==> config.mk <==
export PLATFORM = sky130hd
export DESIGN_NAME = obi_a_channel_fifo
export DESIGN_NICKNAME = d
export VERILOG_FILES = /design/src/rtl/if_types_pkg.sv /design/src/rtl/obi_fifo_mem.sv /design/src/rtl/obi_a_channel_fifo.sv
export SDC_FILE = /design/constraint.sdc
export NUM_CORES = 1
export LEC_CHECK = 0
export CAP_MARGIN = 20
export CORE_UTILIZATION = 46
export CTS_BUF_LIST = sky130_fd_sc_hd__clkbuf_2
export CTS_CLUSTER_DIAMETER = 200
export DETAILED_ROUTE_END_ITERATION = 6
export HOLD_SLACK_MARGIN = 0.06
export PLACE_DENSITY = 0.71
export SETUP_SLACK_MARGIN = 0.1
export SYNTH_ARGS = -nofsm -noshare
export SYNTH_HDL_FRONTEND = slang
export SYNTH_SLANG_ARGS = --single-unit
==> constraint.sdc <==
create_clock -name clk -period 3.8 [get_ports clk]
set_clock_uncertainty 0.05 [all_clocks]
set_input_delay 0.76 -clock clk [delete_from_list [all_inputs] [get_ports clk]]
set_output_delay 0.76 -clock clk [all_outputs]
set_load 0.005 [all_outputs]
==> src/rtl/if_types_pkg.sv <==
// Shared OBI interface types and helpers for the slave-side capture logic.
package if_types_pkg;

  // Default number of buffered A-channel requests.
  localparam int obi_a_fifo_depth_default = 4;

  // Widest data bus any OBI block in this codebase may use. Helpers are sized to
  // this and callers truncate to their own width.
  localparam int OBI_MAX_DATA_WIDTH = 1024;
  localparam int OBI_MAX_BE_WIDTH   = OBI_MAX_DATA_WIDTH / 8;

  // Expand a byte-enable vector into a bit mask: each enabled byte becomes 8'hFF.
  function automatic logic [OBI_MAX_DATA_WIDTH-1:0] be_mask(
    input logic [OBI_MAX_BE_WIDTH-1:0] be
  );
    logic [OBI_MAX_DATA_WIDTH-1:0] mask;
    for (int i = 0; i < OBI_MAX_BE_WIDTH; i++) begin
      mask[8*i +: 8] = {8{be[i]}};
    end
    return mask;
  endfunction

endpackage

==> src/rtl/obi_fifo_mem.sv <==
// Register-array storage for the A-channel FIFO: one write port, one
// combinational read port.
module obi_fifo_mem #(
  parameter  int WIDTH = 8,
  parameter  int DEPTH = 4,
  localparam int AW    = $clog2(DEPTH)
) (
  input  logic             clk,
  input  logic             we,
  input  logic [AW-1:0]    waddr,
  input  logic [WIDTH-1:0] wdata,
  input  logic [AW-1:0]    raddr,
  output logic [WIDTH-1:0] rdata
);

  logic [WIDTH-1:0] mem [DEPTH];

  // Capture one entry at the write address.
  // NOTE: the data array has no reset; validity is tracked by the level counter,
  // so stale contents are never observed and reset fan-out stays small.
  always_ff @(posedge clk) begin
    if (we) begin
      mem[waddr] <= wdata;
    end
  end

  assign rdata = mem[raddr];

endmodule

==> src/rtl/obi_a_channel_fifo.sv <==
// OBI A-channel request buffer: accepts requests while space is available and
// presents them to the cache controller in strict arrival order.
module obi_a_channel_fifo
  import if_types_pkg::*;
#(
  parameter  int ADDR_WIDTH = 32,
  parameter  int DATA_WIDTH = 64,
  parameter  int DEPTH      = obi_a_fifo_depth_default,
  localparam int BE_WIDTH   = DATA_WIDTH / 8,
  localparam int LVL_W      = $clog2(DEPTH + 1)
) (
  input  logic                  clk,
  input  logic                  rst,
  input  logic                  obi_req_i,
  input  logic                  obi_we_i,
  input  logic [ADDR_WIDTH-1:0] obi_addr_i,
  input  logic [BE_WIDTH-1:0]   obi_be_i,
  input  logic [DATA_WIDTH-1:0] obi_wdata_i,
  output logic                  obi_gnt_o,
  input  logic                  internal_gnt_i,
  input  logic                  flush_i,
  output logic                  out_valid_o,
  input  logic                  out_ready_i,
  output logic                  out_we_o,
  output logic [ADDR_WIDTH-1:0] out_addr_o,
  output logic [BE_WIDTH-1:0]   out_be_o,
  output logic [DATA_WIDTH-1:0] out_wdata_o,
  output logic                  out_misaligned_o,
  output logic [LVL_W-1:0]      level_o
);

  localparam int PTR_W   = $clog2(DEPTH);
  localparam int OFS_W   = $clog2(BE_WIDTH);
  localparam int ENTRY_W = 2 + ADDR_WIDTH + BE_WIDTH + DATA_WIDTH;

  logic [PTR_W-1:0]      wr_ptr;
  logic [PTR_W-1:0]      rd_ptr;
  logic [LVL_W-1:0]      level;
  logic                  full;
  logic                  push;
  logic                  pop;
  logic [DATA_WIDTH-1:0] wdata_masked;
  logic                  misaligned;
  logic [ENTRY_W-1:0]    wr_entry;
  logic [ENTRY_W-1:0]    rd_entry;

  logic                  head_misaligned;
  logic                  head_we;
  logic [ADDR_WIDTH-1:0] head_addr;
  logic [BE_WIDTH-1:0]   head_be;
  logic [DATA_WIDTH-1:0] head_wdata;

  // Grant only from free space; a full buffer does not look at a same-cycle pop.
  assign full      = (level == LVL_W'(DEPTH));
  assign obi_gnt_o = internal_gnt_i & ~full & ~flush_i;
  assign push      = obi_req_i & obi_gnt_o;
  assign pop       = out_valid_o & out_ready_i;

  assign out_valid_o = (level != '0);
  assign level_o     = level;

  // Reads carry no data; writes keep only the enabled bytes.
  assign wdata_masked = obi_we_i
                      ? (obi_wdata_i & DATA_WIDTH'(be_mask(OBI_MAX_BE_WIDTH'(obi_be_i))))
                      : '0;
  assign misaligned   = (obi_addr_i[OFS_W-1:0] != '0);
  assign wr_entry     = {misaligned, obi_we_i, obi_addr_i, obi_be_i, wdata_masked};

  obi_fifo_mem #(
    .WIDTH (ENTRY_W),
    .DEPTH (DEPTH)
  ) u_mem (
    .clk   (clk),
    .we    (push),
    .waddr (wr_ptr),
    .wdata (wr_entry),
    .raddr (rd_ptr),
    .rdata (rd_entry)
  );

  assign {head_misaligned, head_we, head_addr, head_be, head_wdata} = rd_entry;

  // Present the head entry; outputs read as zero whenever the buffer is empty.
  always_comb begin
    // NOTE: every output gets a default before the condition so no latch is inferred.
    out_we_o         = 1'b0;
    out_addr_o       = '0;
    out_be_o         = '0;
    out_wdata_o      = '0;
    out_misaligned_o = 1'b0;
    if (out_valid_o) begin
      out_we_o         = head_we;
      out_addr_o       = head_addr;
      out_be_o         = head_be;
      out_wdata_o      = head_wdata;
      out_misaligned_o = head_misaligned;
    end
  end

  // Pointer and occupancy bookkeeping; a flush overrides any push or pop.
  always_ff @(posedge clk or posedge rst) begin
    // NOTE: state registers use non-blocking assignments so every flop samples
    // pre-edge values regardless of statement order.
    if (rst) begin
      wr_ptr <= '0;
      rd_ptr <= '0;
      level  <= '0;
    end else if (flush_i) begin
      rd_ptr <= wr_ptr;
      level  <= '0;
    end else begin
      if (push) begin
        wr_ptr <= wr_ptr + PTR_W'(1);
      end
      if (pop) begin
        rd_ptr <= rd_ptr + PTR_W'(1);
      end
      case ({push, pop})
        2'b10:   level <= level + LVL_W'(1);
        2'b01:   level <= level - LVL_W'(1);
        default: level <= level;
      endcase
    end
  end

endmodule

After elaboration in Yosys (flattened, before gate mapping)
Memories as Yosys holds them, arrays and structs flattened.
Index checks and enable logic that the tools add are counted.
Operators by class
  eq/ne operators: 3
  reduce and logical (&&, ||, !) cells: 5
  mux-type cells: 12
  bitwise operators: 7
  add/subtract/negate cells: 4
Operators by type and width (number)
  64-bit two-way mux: 2
  64-bit AND: 1
  32-bit two-way mux: 1
  3-bit nonzero test: 3
  8-bit two-way mux: 1
  3-bit case mux with 2 select lines: 1
  2-bit by 1-bit adder with 2-bit output, second input constant: 2
  1-bit AND: 4
  1-bit two-way mux: 4
  2-bit two-way mux: 2
  3-bit by 1-bit adder with 3-bit output, second input constant: 1
  3-bit equality test, second input constant: 1
  3-bit two-way mux: 1
  3-bit by 1-bit subtractor with 3-bit output, second input constant: 1
  2-bit by 1-bit equality test with 1-bit output, second input constant: 1
  2-bit equality test, second input constant: 1
  1-bit NOT: 2
  2-bit AND reduction: 1
  2-bit nonzero test: 1
Word-level totals
  memories kept: 1
  register bits: 7
  bits in writable memories: 424
  output and inout port bits: 111
Memories
  u_mem.mem: words 4, bits a word 106, read ports 1, clocked after Yosys merged registers in 0, write ports 1, line obi_fifo_mem.sv:16  | logic [WIDTH-1:0] mem [DEPTH];

Longest topological paths before layout
Gate-level depths: netlist of run 1.
  word-level depth: 8
  mapped depth: 7
  mapped depth without buffers: 7

Hierarchy
A second synthesis of run 1 with hierarchy kept.
Second synthesis, totals
  cells, all modules: 788
  area total of the unflattened synthesis: 16928.7 µm²
Modules (own cells, without submodules)
  obi_fifo_mem: area each 15319.7 µm², times used 1, cells an instance 558
  obi_a_channel_fifo: area each 1609.0 µm², times used 1, cells an instance 230

Worst setup path before layout of run 1
No wires, ideal clock.
  kind: input to register
  start point: in obi_req_i
  end point: mem u_mem.mem[2][0] (netlist name), enable pin
  library setup time: 477 ps
  path buffers: 0
  arrival: 3666 ps
  slack: -393 ps
  cell stages on the path: 3
  cell sequence: nand2_1 nor3_4 and2_1
Between the ends
  longest elaborated chain between the ends: 3
RTL lines
  start: declaration: line obi_a_channel_fifo.sv:14  | input logic obi_req_i,
  1-bit AND: line obi_a_channel_fifo.sv:56  | assign push = obi_req_i & obi_gnt_o;
  1-bit two-way mux: line obi_fifo_mem.sv:22  | if (we) begin
  1-bit two-way mux (implied by the code): line obi_fifo_mem.sv:23  | mem[waddr] <= wdata;
  end: declaration: line obi_fifo_mem.sv:16
No other way between the ends.

Worst setup path after layout of run 1
  start point: reg rd_ptr[0]
  end point: out out_wdata_o[2]
Between the ends
  longest elaborated chain between the ends: 2
RTL lines
  start: declaration: line obi_a_channel_fifo.sv:37  | logic [PTR_W-1:0] rd_ptr;
  start signal: assignment: line obi_a_channel_fifo.sv:109  | rd_ptr <= wr_ptr;
  start signal: assignment: line obi_a_channel_fifo.sv:116  | rd_ptr <= rd_ptr + PTR_W'(1);
  memory read 4 x 106 bit
  64-bit two-way mux: line obi_a_channel_fifo.sv:91  | if (out_valid_o) begin
  end: declaration: line obi_a_channel_fifo.sv:27  | output logic [DATA_WIDTH-1:0] out_wdata_o,
No other way between the ends.

==> results.tsv, run 1 <==
metric	value	unit
PD cells	685.3	nW/µm²
Syn. warnings	0	
dpl hpwl	20480	µm
clock slew seen by the registers of the worst setup and hold paths	0.11	ns
std cell rows	69	
DP Worst Slack	0.7269	ns
outcome	finished, final reports clean	
register area share after synthesis	0.7621	
# DRC	0	
syn_area_per_cell	21.33	µm²
total CTS buffers	107	
Slowest Stage Delay on Critical Path	0.51	ns
Netlist cell types	34	
Post-synth top cells	edfxtp_1 (424), and2_1 (110), mux4_2 (106)	
final slew viol count	0	
fraction of layout cells with a size suffix above 1	0.3680	
FMAX	278.7	MHz
vias per inst	5.341	
Reg-to-Reg End	level_o[2]$_DFFE_PP0P_	
average wire per standard cell	22.04	µm
initial antenna violation count	3	
fin nets	1281	
final hold viol count	0	
Hold Path Origin	obi_addr_i[5]	
Max rail drop VDD	381.4	µV
Worst slew margin	0.5428	
crit path capture type	output port	
measured slew at the worst slew-check pin	0.6857	ns
Final WS setup	0.2117	ns
crit path kind	reg2out	
Port Buffers	221	
CORE AREA	35910	µm²
placed insts	1455	
CP max stage cell	dfrtp_4	
worst path required time	2.99	ns
CTS root buffer	clkbuf_2	
Finished Layout Cells	1706	
CTS tree	built	
Synth top area share	0.7518	
DR pass1 iterations	5	
Die Span X	193.9	µm
dominant cell type by area after synthesis	edfxtp_1	
Routed WL	37600	µm
Hold Path Depth	1	
Worst EP arrival	2.78	ns
post-route ant nets	0	
R2R Path Start	level_o[2]$_DFFE_PP0P_	
Layout area overhead	28.25	%
met1 usage	0.2546	
Async SR Flop Fraction	0.01624	
worst reg-to-reg path cell count	8	
final setup violation count	0	
vias after detailed routing	9111	
fin crit period	3.588	ns
FF+latch count, synth	431	
Post-Syn Nets	910	
GRT busiest layer	met2	
GRT met2 Usage	0.3181	
Global Route Usage Sum	0.1962	
first-pass GRT wire length	55520	µm
CP Launch Type	flop	
drt initial violations	415	
number of flops mapped to enable cells by yosys	424	
Starting Density	0.4716	
Hold Path Sink	u_mem.mem[3][77]$_DFFE_PP_	
Synth Flop Type	edfxtp_1	
Die Ht	193.9	µm
largest net degree at the start of global routing	69	
register area	12920	µm²
GR Util met3	0.05723	
most frequent cell after synthesis	edfxtp_1	
boundary pin count	222	
final core utilization	0.6048	
RSZ-0062 raised after global routing	yes	
fillers	2689	
clk_lat worst skew	0.97	ns
Post-Syn Instances	794	
Lkg Pwr	8.269	nW
Cell Chain, Critical Path	buf_12, buf_12, clkbuf_16, buf_4, mux4_2, and2_4, buf_6	
Clock Tree Buf Depth	3	
Overflow after GRT	0	
Die ar.	37590	µm²
synthesized area	16940	µm²
H-tree depth	3	
Max FO, Critical Path	6	
gpl congestion	0.7219	
Max Cap Violations	0	
top cells by area, synth	edfxtp_1 (75%), mux4_2 (14%), and2_1 (4.1%)	
Tcrit/Tclk final	0.9443	
Multi-input gate area	3926	µm²
r2r setup slk	1.16	ns
vias in the first global route	9759	
most numerous cell on the critical path	buf_12	
Hold Path Class	in2reg	
clock sinks	431	
==> timing repair <==
item                       4_1_cts  5_1_grt
setup endpoints to repair      106       82
buffers inserted                 7       40
gates resized for setup        136      170
hold buffers                     1        0
gates cloned                     5        9
pin swaps                        5        9
hold endpoints to repair         7        0
==> routing by layer <==
layer	part of all wire	vias to the layer above	routed length, µm
li1	-	4047	-
met3	0.067	48	2516
met5	0.00072	-	27
met1	0.43	4691	16240
met4	0.016	4	589
met2	0.48	321	18230
==> cell usage in the layout, fill, tap and decap left out, types with 2 or more instances in the layout <==
cell / Yosys / final
and2_1: 110 / 60
and2_4: 0 / 50
and3_1: 64 / 64
buf_12: 0 / 18
buf_16: 0 / 7
buf_2: 14 / 2
buf_4: 1 / 36
buf_6: 4 / 17
buf_8: 1 / 2
bufbuf_16: 0 / 2
bufinv_16: 0 / 2
clkbuf_16: 0 / 7
clkbuf_2: 0 / 186
clkdlybuf4s15_1: 0 / 28
clkdlybuf4s50_1: 0 / 114
clkinv_1: 0 / 24
clkinv_2: 0 / 6
dfrtp_1: 7 / 2
dfrtp_2: 0 / 3
dfrtp_4: 0 / 2
diode_2: 0 / 3
dlygate4sd2_1: 0 / 6
dlymetal6s2s_1: 0 / 30
edfxtp_1: 424 / 424
ha_1: 4 / 4
inv_1: 3 / 3
inv_2: 0 / 2
mux4_2: 106 / 106
nand2_1: 4 / 4
nand2b_1: 2 / 2
nor2_1: 3 / 3
nor2b_1: 2 / 2
o21ai_0: 3 / 3
or3_4: 1 / 2
xor2_1: 2 / 2
==> area by class of cell <==
class / instances / share of cell area
tap: 461 / 0.02656
multi-input combinational: 317 / 0.1808
inverter: 3 / 0.0005184
antenna: 3 / 0.0003456
timing repair buffer: 305 / 0.1533
clock buffer: 151 / 0.03479
sequential: 431 / 0.5948
clock inverter: 35 / 0.008986
==> sequential cells by signal (all words and copies together), names as in the netlist <==
name and cells:
rd_ptr 2, level_o 3, u_mem.mem 424, wr_ptr 2
==> power breakdown <==
part | switching [mW] | total [mW] | leakage, nW | internal [mW]
clock network | 1.76 | 2.96 | 0.725 | 1.20
registers | 0.112 | 5.63 | 3.97 | 5.52
logic | 2.59 | 6.29 | 3.58 | 3.70
total | 4.46 | 14.9 | 8.27 | 10.4
==> worst max-delay path, delay by kind of cell, from the launching register on <==
kind / cells / cell delay (ns)
buffers and inverters: 5 / 0.70
DFF: 1 / 0.51
muxes: 1 / 0.40
and+or+nand+nor: 1 / 0.17
==> per-stage QoR <==
stage | cell area (µm²) | power, mW | hold slack, ns | TNS, ns
CTS | 21080 | 14.31 | 0.2240 | -2.365
finish | 21720 | 14.89 | 0.3662 | 0
floorplan | 16940 | 8.434 | 0.4527 | 0
global route | 21720 | 15.69 | 0.2387 | 0
detailed placement | 19870 | 11.10 | 0.5171 | 0
global placement | 19870 | 11.07 | 0.4932 | 0
==> cell families (layout without fill, tap and decap cells) <==
group,count (synthesis),in the layout,synth area share
adders and majority gates,5,5,0.004137
DFF,431,431,0.7621
AOI/OAI and AO/OA,4,4,0.001773
xor gates and xnor gates,4,4,0.002512
other,0,3,0
buffers and inverters,47,494,0.01411
muxes,109,109,0.1429
and+or+nand+nor,194,195,0.07247
==> worst max path at each step <==
stage / startpoint / to / slack [ns] / cells after the start
after detailed placement: rd_ptr[0]$_DFFE_PP0P_ / out_wdata_o[0] / 0.73 / 4
final: rd_ptr[0]$_DFFE_PP0P_ / out_wdata_o[2] / 0.21 / 7
after floorplan: obi_req_i / u_mem.mem[0][0]$_DFFE_PP_ / 0.76 / 3
after CTS: rd_ptr[0]$_DFFE_PP0P_ / out_be_o[7] / -0.11 / 5
after global routing: rd_ptr[0]$_DFFE_PP0P_ / out_wdata_o[15] / 0.05 / 7
after global placement: rd_ptr[0]$_DFFE_PP0P_ / out_wdata_o[0] / 0.73 / 4
Power figures use the tool's default switching activity.
==> run 2: changes to the inputs <==
--- a/config.mk
+++ b/config.mk
@@ -6,12 +6,12 @@
 export NUM_CORES = 1
 export LEC_CHECK = 0
 export CAP_MARGIN = 20
-export CORE_UTILIZATION = 46
+export CORE_UTILIZATION = 52
 export CTS_BUF_LIST = sky130_fd_sc_hd__clkbuf_2
 export CTS_CLUSTER_DIAMETER = 200
 export DETAILED_ROUTE_END_ITERATION = 6
 export HOLD_SLACK_MARGIN = 0.06
-export PLACE_DENSITY = 0.71
+export PLACE_DENSITY = 0.79
 export SETUP_SLACK_MARGIN = 0.1
 export SYNTH_ARGS = -nofsm -noshare
 export SYNTH_HDL_FRONTEND = slang
==> run 2 against run 1 <==
Against the previous run: clock-buffer cell count is 12 lower; sequential power is 0.9% higher; combinational power is 4.0% lower; hold slack worse by 0.020 ns; clock power is 3% lower; sequential cell count stayed put; fmax is 1.6% lower; critical path type unchanged; critical endpoint is now out_wdata_o[9]; largest power group unchanged.
==> results.tsv, run 2 (synthesis results as in run 1) <==
metric	value	unit	change
outcome	finished, final reports clean		
worst path required time	2.99	ns	about the same
clock sinks	431		unchanged
max FFs per register	424		unchanged
first-pass GRT wire length	55760	µm	+0.42%
average wire per standard cell	23.26	µm	+5.5%
crit path capture type	output port		
Multi-input gate area	3945	µm²	+0.48%
Max rail drop VDD	407.6	µV	+6.9%
CORE AREA	31800	µm²	-11%
most numerous cell on the critical path	buf_12		
Starting Density	0.5326		+0.06103
Max FO, Critical Path	7		+1
CTS root buffer	clkbuf_2		
final core utilization	0.6711		+0.06627
Lkg Pwr	7.837	nW	-5.2%
Die Span X	182.5	µm	-5.9%
# DRC	0		unchanged
post-route ant nets	0		unchanged
crit path kind	reg2out		
Overflow after GRT	0		unchanged
vias per inst	5.534		+3.6%
Global Route Usage Sum	0.2314		+0.03515
fillers	2104		-22%
commonest non-fill, non-tap cell in the layout	edfxtp_1		
Max Cap Violations	0		unchanged
vias after detailed routing	9153		+0.46%
clock slew seen by the registers of the worst setup and hold paths	0.11	ns	about the same
Worst EP arrival	2.84	ns	+0.06 ns
CP Launch Type	flop		
FMAX	274.1	MHz	-1.6%
total CTS buffers	101		-5.6%
Hold Path Class	in2reg		
Clock Tree Buf Depth	3		unchanged
Die Ht	182.5	µm	-5.9%
std cell rows	65		-5.8%
boundary pin count	222		unchanged
Port Buffers	221		unchanged
dpl hpwl	19760	µm	-3.5%
initial antenna violation count	6		+3
PD cells	684.3	nW/µm²	-0.15%
CP max stage cell	dfrtp_4		
Die ar.	33300	µm²	-11%
register area	12920	µm²	about the same
DR pass1 iterations	5		unchanged
RSZ-0062 raised after global routing	yes		
H-tree depth	3		unchanged
Worst slew margin	0.6223		+0.07948
Cell Chain, Critical Path	buf_6, buf_12, buf_12, buf_16, mux4_2, and2_4, dlygate4sd2_1		
largest register by flop count	u_mem.mem		
final instance area	21340	µm²	-1.8%
fin crit period	3.648	ns	+0.05998 ns
fraction of layout cells with a size suffix above 1	0.3172		-0.05078
clk_lat worst skew	0.91	ns	-0.06 ns
gpl congestion	0.7347		+1.8%
CP delay by family, top	buffers and inverters		
drt initial violations	778		+87%
final hold viol count	0		unchanged
Finished Layout Cells	1654		-3.0%
final setup violation count	0		unchanged
Buffers & Inverters on Critical Path	5		unchanged
placed insts	1427		-1.9%
Routed WL	38480	µm	+2.3%
vias in the first global route	9565		-2.0%
Placed Instance Area	19810	µm²	-0.30%
Slowest Stage Delay on Critical Path	0.51	ns	about the same
Layout area overhead	26.00	%	
CTS tree	built		
fin nets	1252		-2.3%
hold slack final	0.3459	ns	-0.02036 ns
Tcrit/Tclk final	0.9601		+0.01578
most frequent cells in the layout	edfxtp_1 (424), clkbuf_2 (154), clkdlybuf4s50_1 (124)		
final slew viol count	0		unchanged
largest net degree at the start of global routing	57		-17%
measured slew at the worst slew-check pin	0.5665	ns	-0.1192 ns
-- run 2: cell count changes in the layout (fill, tap and decap cells not counted), moves of 18 or more --
cell             previous run  this run
buf_4                      36        18
dlygate4sd2_1               6        58
clkdlybuf4s15_1            28         9
clkbuf_2                  186       154
dlymetal6s2s_1             30         7
-- run 2: final cells by class --
cell class	instances	area share
repair buffers	277	0.1397
well taps	435	0.02551
flip-flops and latches	431	0.6053
diodes	2	0.0002345
multi-input cells	322	0.1849
inverters	3	0.0005277
clock inverters	45	0.01126
clock buffers	139	0.03260
-- run 2: worst reg2reg max path, stage by stage (launching register included) --
cell	delay (ns)
dfrtp_1	0.60
or3_4	0.65
nand2_2	0.23
nor2_1	0.08
fa_1	0.36
nor4b_1	0.16
a2bb2oi_2	0.17
mux2_2	0.34
-- run 2: final timing paths --
check                                       startpoint                           to  slack [ns]  depth (start not counted)
worst min register to register   wr_ptr[1]$_DFFE_PP0P_        rd_ptr[1]$_DFFE_PP0P_        0.56                          2
min in group asynchronous                          rst        wr_ptr[0]$_DFFE_PP0P_        0.59                          3
worst max register to register  level_o[2]$_DFFE_PP0P_       level_o[2]$_DFFE_PP0P_        1.05                          7
max in group asynchronous                          rst        rd_ptr[1]$_DFFE_PP0P_        2.84                          3
worst max-delay path             rd_ptr[0]$_DFFE_PP0P_               out_wdata_o[9]        0.15                          7
worst min-delay path                          obi_we_i  u_mem.mem[3][104]$_DFFE_PP_        0.35                          1
-- run 2: report_power, final --
group | switching, mW | internal [mW]
combinational | 2.71 | 3.33
sequential | 0.164 | 5.52
clock | 1.74 | 1.14
-- run 2: stage by stage --
step	setup TNS [ns]	power (mW)	setup WS [ns]
final	0	14.60	0.1517
after global routing	0	15.35	0.002398
after CTS	-0.04644	14.46	-0.04644
after detailed placement	0	10.88	0.6981
after global placement	0	10.80	0.7186
after floorplan	0	8.434	0.7647
-- run 2: timing repair --
action                                 4_1_cts  5_1_grt
buffers inserted                            16        8
cloned                                      12        4
hold buffers                                 1        0
setup endpoints to repair                  107       45
gates resized for setup                    166       52
endpoints found under the hold margin        7        0
pin swaps                                    1        3
-- run 2: per-layer routing --
| metal | vias up | global-route usage | share of wire |
|---|---|---|---|
| met5 | - | 0 | 0.00034 |
| met4 | 2 | 0.08168 | 0.020 |
| met3 | 72 | 0.05727 | 0.073 |
| met2 | 429 | 0.3863 | 0.52 |
| met1 | 4657 | 0.2973 | 0.39 |
| li1 | 3993 | - | - |
